==> config.mk <==
export PLATFORM = sky130hd
export DESIGN_NAME = bf16_to_fp32
export DESIGN_NICKNAME = d
export VERILOG_FILES = /design/src/rtl/bf16_pkg.sv /design/src/rtl/bf16_classify.sv /design/src/rtl/bf16_to_fp32.sv
export SDC_FILE = /design/constraint.sdc
export NUM_CORES = 1
export LEC_CHECK = 0
export BUFFER_PORTS_ARGS = -buffer_cell sky130_fd_sc_hd__buf_2
export CAP_MARGIN = 0
export CORE_MARGIN = 1
export CORE_UTILIZATION = 45
export DETAILED_ROUTE_END_ITERATION = 10
export PLACE_DENSITY_LB_ADDON = 0.25
export SLEW_MARGIN = 20
export SYNTH_ARGS = -nofsm -noshare
export SYNTH_HDL_FRONTEND = slang
export SYNTH_SLANG_ARGS = --single-unit
==> constraint.sdc <==
create_clock -name clk -period 1.7 [get_ports clk]
set_clock_uncertainty 0.05 [all_clocks]
set_input_delay 0 -clock clk [delete_from_list [all_inputs] [get_ports clk]]
set_output_delay 0 -clock clk [all_outputs]
set_load 0.03 [all_outputs]
==> src/rtl/bf16_pkg.sv <==
// Shared widths, fpcsr bit positions and operand-class encoding for the BF16 converter.
package bf16_pkg;

  localparam int BF16_W      = 16;
  localparam int FP32_W      = 32;
  localparam int BF16_EXP_W  = 8;
  localparam int BF16_FRAC_W = 7;
  localparam int FP32_FRAC_W = 23;

  localparam logic [BF16_EXP_W-1:0] EXP_MAX = 8'hFF;

  localparam int FPCSR_NV   = 3;
  localparam int FPCSR_INF  = 2;
  localparam int FPCSR_ZERO = 1;
  localparam int FPCSR_SUBN = 0;

  typedef enum logic [2:0] {
    ZERO,
    SUBN,
    NORM,
    INF,
    QNAN,
    SNAN
  } bf16_class_e;

endpackage

==> src/rtl/bf16_classify.sv <==
// Combinational classifier: sorts a BF16 operand into zero, subnormal, normal,
// infinity, quiet NaN or signaling NaN.
module bf16_classify
  import bf16_pkg::*;
(
  input  logic [BF16_W-1:0] operand_a,
  output bf16_class_e       op_class
);

  logic [BF16_EXP_W-1:0]  exp_field;
  logic [BF16_FRAC_W-1:0] frac_field;
  logic                   sign_unused;

  assign sign_unused = operand_a[BF16_W-1];
  assign exp_field   = operand_a[BF16_W-2:BF16_FRAC_W];
  assign frac_field  = operand_a[BF16_FRAC_W-1:0];

  // The fraction MSB distinguishes quiet from signaling NaNs.
  always_comb begin
    op_class = NORM;
    if (exp_field == '0) begin
      op_class = (frac_field == '0) ? ZERO : SUBN;
    end else if (exp_field == EXP_MAX) begin
      if (frac_field == '0) begin
        op_class = INF;
      end else if (frac_field[BF16_FRAC_W-1]) begin
        op_class = QNAN;
      end else begin
        op_class = SNAN;
      end
    end
  end

endmodule

==> src/rtl/bf16_to_fp32.sv <==
// Registered BF16 -> FP32 converter with a 4-bit class/status word (1-cycle latency).
// Define BF16_CVT_DAZ_EN to flush subnormal inputs to signed zero.
module bf16_to_fp32
  import bf16_pkg::*;
(
  input  logic              clk,
  input  logic              reset,
  input  logic              instruction_enable,
  input  logic [BF16_W-1:0] operand_a,
  output logic [FP32_W-1:0] result,
  output logic [3:0]        fpcsr
);

  bf16_class_e       op_class;
  logic              sign;
  logic [FP32_W-1:0] widened;
  logic [FP32_W-1:0] result_d, result_q;
  logic [3:0]        fpcsr_d, fpcsr_q;

  bf16_classify u_classify (
    .operand_a (operand_a),
    .op_class  (op_class)
  );

  assign sign    = operand_a[BF16_W-1];
  assign widened = {operand_a, {(FP32_W-BF16_W){1'b0}}};

  always_comb begin
    result_d = result_q;
    fpcsr_d  = fpcsr_q;
    if (instruction_enable) begin
      result_d = widened;
      fpcsr_d  = '0;
      case (op_class)
        ZERO: begin
          result_d                = {sign, {(FP32_W-1){1'b0}}};
          fpcsr_d[FPCSR_ZERO]     = 1'b1;
        end
        SUBN: begin
`ifdef BF16_CVT_DAZ_EN
          result_d                = {sign, {(FP32_W-1){1'b0}}};
          fpcsr_d[FPCSR_ZERO]     = 1'b1;
`endif
          fpcsr_d[FPCSR_SUBN]     = 1'b1;
        end
        INF: begin
          result_d                = {sign, EXP_MAX, {FP32_FRAC_W{1'b0}}};
          fpcsr_d[FPCSR_INF]      = 1'b1;
        end
        SNAN: begin
          // Quiet the NaN by forcing the fraction MSB, keeping the payload.
          result_d                = {sign, EXP_MAX, 1'b1,
                                     operand_a[BF16_FRAC_W-2:0],
                                     {(FP32_W-BF16_W){1'b0}}};
          fpcsr_d[FPCSR_NV]       = 1'b1;
        end
        default: begin
          result_d = widened;
        end
      endcase
    end
  end

  always_ff @(posedge clk or negedge reset) begin
    if (!reset) begin
      result_q <= '0;
      fpcsr_q  <= '0;
    end else begin
      result_q <= result_d;
      fpcsr_q  <= fpcsr_d;
    end
  end

  assign result = result_q;
  assign fpcsr  = fpcsr_q;

endmodule

# --- Word-level counts from Yosys, hierarchy flattened ---
# Index checks and enable logic that the tools add are counted.
classes:
  eq_ne: 4
  bitwise: 0
  reduce_logical: 3
  div_mod_pow: 0
  magnitude_cmp: 0
  addsub: 0
  shift: 0
  n_mux: 10
  mul: 0
op_table:
  columns: ["op", "n"]
  rows:
  - ["31-bit one-hot mux with 3 select lines", 1]
  - ["3-bit two-way mux", 3]
  - ["8-bit equality test (second input constant)", 1]
  - ["8-bit zero test", 1]
  - ["7-bit zero test", 1]
  - ["1-bit two-way mux", 6]
  - ["3-bit by 1-bit equality test with 1-bit output (second input constant)", 1]
  - ["3-bit by 2-bit equality test with 1-bit output (second input constant)", 1]
  - ["3-bit equality test (second input constant)", 1]
  - ["3-bit zero test", 1]
word_totals:
  ramBits: 0
  out_inout_bits: 36
  latchBits: 0
  word_cells: 19
  reg_bits: 36
  n_memories: 0
  in_bits: 19
  mem_bits_ro: 0

# --- Longest topological paths before layout ---
logic_depth:
  depth_word: 6
  ltp_mapped: 3
  mapped_depth_nobuf: 3

# --- Cells and area by module ---
# From an unflattened synthesis, not the netlist that was laid out.
hier_totals:
  hier_cells: 126
  area_unflattened_um2: 1198.6
modules_own_cells:
  columns: ["module", "seq_area_each_um2", "area_each_um2", "n_inst", "cells_per_inst"]
  rows:
  - ["bf16_to_fp32", 500.5, 1096.1, 1, 115]
  - ["bf16_classify", 0.0, 102.6, 1, 11]

# --- Worst setup path after synthesis ---
# OpenSTA, ideal clock, no wires.
synth_timing:
  kind: "register to register"
  startpoint: "register, netlist name fpcsr[1]"
  endpoint: "register fpcsr_q[1] (netlist: fpcsr[1])"
  path_stages_with_launch: 3
  n_path_buf: 0
  arrival_ns: 0.819
  synth_period_minus_slack_ns: 0.990
  setup_time_ns: 0.120
  required_time_ns: 1.530
  setup_slack_ns: 0.710
  path_cell_list: "dfrtp_1 > nor2b_1 > a41o_1"
synth_lines:
  columns: ["element", "line_no", "rtl"]
  rows:
  - ["end signal: assignment", "bf16_to_fp32.sv:70", "fpcsr_q <= fpcsr_d;"]
  - ["end: declaration", "bf16_to_fp32.sv:18", "logic [3:0] fpcsr_d, fpcsr_q;"]

# --- Worst setup path in the final report ---
layout_timing:
  startpoint: "input operand_a[11]"
  endpoint: "register fpcsr_q[0] (netlist: fpcsr[0])"
layout_via:
  elab_chain_cells: 5
  elab_cells_between_ends: 6
  cone_classes: "eq/ne (2); mux (3); reduce/logical (1)"
layout_rtl:
  columns: ["element", "line_no", "rtl"]
  rows:
  - ["start: declaration", "bf16_to_fp32.sv:9", "input logic [BF16_W-1:0] operand_a,"]
  - ["8-bit equality test", "bf16_classify.sv:23", "end else if (exp_field == EXP_MAX) begin"]
  - ["3-bit two-way mux", "bf16_classify.sv:23", null]
  - ["3-bit two-way mux *", "bf16_classify.sv:21", "if (exp_field == '0) begin"]
  - ["3-bit by 1-bit equality test with 1-bit output *", "bf16_to_fp32.sv:34", "case (op_class)"]
  - ["1-bit two-way mux *", "bf16_to_fp32.sv:34", null]
# Mark *: on every way between the ends. The rest lies on a longest branch, timed or not.
# A chain may end at the register's enable or synchronous reset.

==> reports/results.txt <==
status - finished clean
CTS resizes - 0
number of synthesis warnings - 0
starting DRC count in detailed routing - 2
Hold Crit Class - input pin to async pin
Post-Syn Area - 950 um^2
Final Critical Period - 1440 ps
total die area - 0.00230 mm^2
Most Crowded Layer GR - met2
largest net degree at the start of global routing - 24
part of the power in registers - 48.7%
initial antenna violation count - 0
Ant. Diodes - 0
layout cells sized above 1 - 46.6%
power share of the combinational group - 26.9%
# port buffers - 38
clock transition at the registers of the reported paths - 110 ps
Rows - 16
CP endpoint kind - register
post-synthesis cell type count - 21
Pleak - 0.000648 uW
multi-input logic area - 368 um^2
ys flop type - dfrtp_1
Core ar. - 0.00198 mm^2
post-DR wirelength/cell - 11.3 um
Synth area leaders - dfrtp_1 (53%), mux2_2 (19%), buf_4 (13%), or4_1 (1.6%), nor4_2 (1.3%)
post-synthesis register bit count - 20
VDD IR-drop max - 0.648 mV
Max Root-Sink Buffers - 2
Vias - 706
M2 GR Usage - 32.7%
Net Sw Frac - 31.3%
Mapped Avg Cell Area - 12.7 um^2
clock sinks - 20
list of most frequent post-synthesis cells - dfrtp_1 (20), buf_4 (16), mux2_2 (16)
Yosys top cell area share - 52.7%
Slew Limit Fails - 0
Worst R2R End - fpcsr[1]
asr flop ratio synth - 100%
Clock Power Share - 24.4%
switching pwr - 341 uW
Pwr per Cell Area - 834 mW/mm^2
Vert. Die Dim - 47.9 um
Yosys top cell by area - dfrtp_1
period utilization - 84.7%
clock latency on the worst-skew pair - 290 ps
DR pass1 iterations - 3
routing usage on met3 - 4.15%
vias in the first global route - 651
sequential area share after synthesis - 52.7%
Crit Path Category - input pin to register
Via density - 4.47
Pwr Total - 1090 uW
worst r2r path cells - 2
Antenna Nets Post-Route - 0
final setup TNS - 0 ps
# DRC - 0
WP data arrival - 1630 ps
FF/Latch Area - 500 um^2
Finished Layout Cells - 158
Post-Route WL - 1780 um
wire length of the first global-routing pass - 2740 um
gr ovfl total - 0
Startpoint Class - input pin
Fin. Hold Viols - 0
cts bufs inserted - 3
Final setup viols - 0
RePlAce Congestion - 0.661
met1 global-route usage - 20.1%
Int Pwr - 748 uW
final net count - 151
fillers - 163
clock root cell - clkbuf_4
I/O pins - 55
Detailed Place HPWL - 1180 um
Chip Width - 47.9 um
CTS H-tree depth - 1
RSZ-0062 raised after global routing - false
Placed Instances - 137
CP Max Fanout - 3
critical path data required time - 1890 ps
number of flops mapped to enable cells by yosys - 0
Peak Freq - 694 MHz
Gate Count Post-Synth - 75
Maximum Capacitance Violations - 0
P&R area growth vs syn - 37.5%
Worst R2R Setup Slack - 820 ps
most frequent cell after synthesis - dfrtp_1
Initial Utilization - 47.9%
GRT Overall Usage - 17.9%
postcts setup bufs - 0
Hold-fix buffers, CTS - 17
RR Startpoint - fpcsr[1]
CTS tree - built
==> critical path, stage by stage <==
cell and delay, ps:
dlygate4sd3_1 550, buf_2 150, or4_4 540, a211oi_1 220
mux2_2 180
==> per-stage QoR <==
stage	setup slack [ps]	util (%)	instance area [um^2]	hold slack, ps
after floorplan	710	-	1010	-346
after global placement	571	55.5	1100	-83.1
after detailed placement	533	55.5	1100	-90.5
after CTS	302	65.9	1310	115
after global routing	242	65.9	1310	155
final	259	65.9	1310	112
==> worst max-delay path by stage <==
| stage | slack, ps | cells past startpoint | to | startpoint |
|---|---|---|---|---|
| after floorplan | 710 | 2 | fpcsr[1] | fpcsr[1] |
| after global routing | 240 | 5 | fpcsr[0] | operand_a[11] |
| after detailed placement | 530 | 4 | fpcsr[0] | operand_a[11] |
| final | 260 | 5 | fpcsr[0] | operand_a[11] |
| after CTS | 300 | 5 | fpcsr[0] | operand_a[11] |
| after global placement | 570 | 4 | fpcsr[0] | operand_a[11] |
==> metal layers <==
layer  vias up  routed length, um  share of wire, %
li1        345                  -                 -
met1       322                736                41
met2        37                937                53
met3         2                100               5.6
met4         0                  8              0.45
met5         -                  0                 0
==> cell families after synthesis <==
family | synth area share (%)
multiplexers | 20.0
AND/OR/NAND/NOR | 7.64
buffers and inverters | 14.5
AO/OA/AOI/OAI | 4.74
other | 0.395
flip-flops | 52.7
==> cell usage in the layout, fill, tap and decap left out <==
cell type,instances
dfrtp_1,20
nor4_2,1
nor2_1,1
inv_1,2
or4_1,2
dlygate4sd3_1,17
nand3_1,1
nor3_1,1
nand4_1,1
buf_2,38
clkbuf_8,1
mux2i_1,1
clkbuf_4,3
o21ai_0,1
or4_4,1
o22ai_1,2
nand2_1,2
a21bo_2,1
nor2b_1,1
mux2_2,16
a211oi_1,1
conb_1,16
a41o_1,1
==> power by group through the flow <==
stage          sequential (uW)  clock (uW)  combinational, uW
3_5_place_dp               539           0                264
4_1_cts                    530         278                293
2_1_floorplan              619           0                129
6_report                   530         266                293
3_3_place_gp               538           0                261
5_1_grt                    536         298                318
==> sequential cells by signal, indices dropped and copies added (netlist names) <==
register,cells
result,16
fpcsr,4
==> cell type report <==
type	count	area share (%)
inverters	2	0.575
multi-input cells	50	28.2
clock buffers	4	2.78
flip-flops and latches	20	38.3
well taps	27	2.59
repair buffers	55	27.6
No activity file was read; power rests on OpenSTA's default activity.
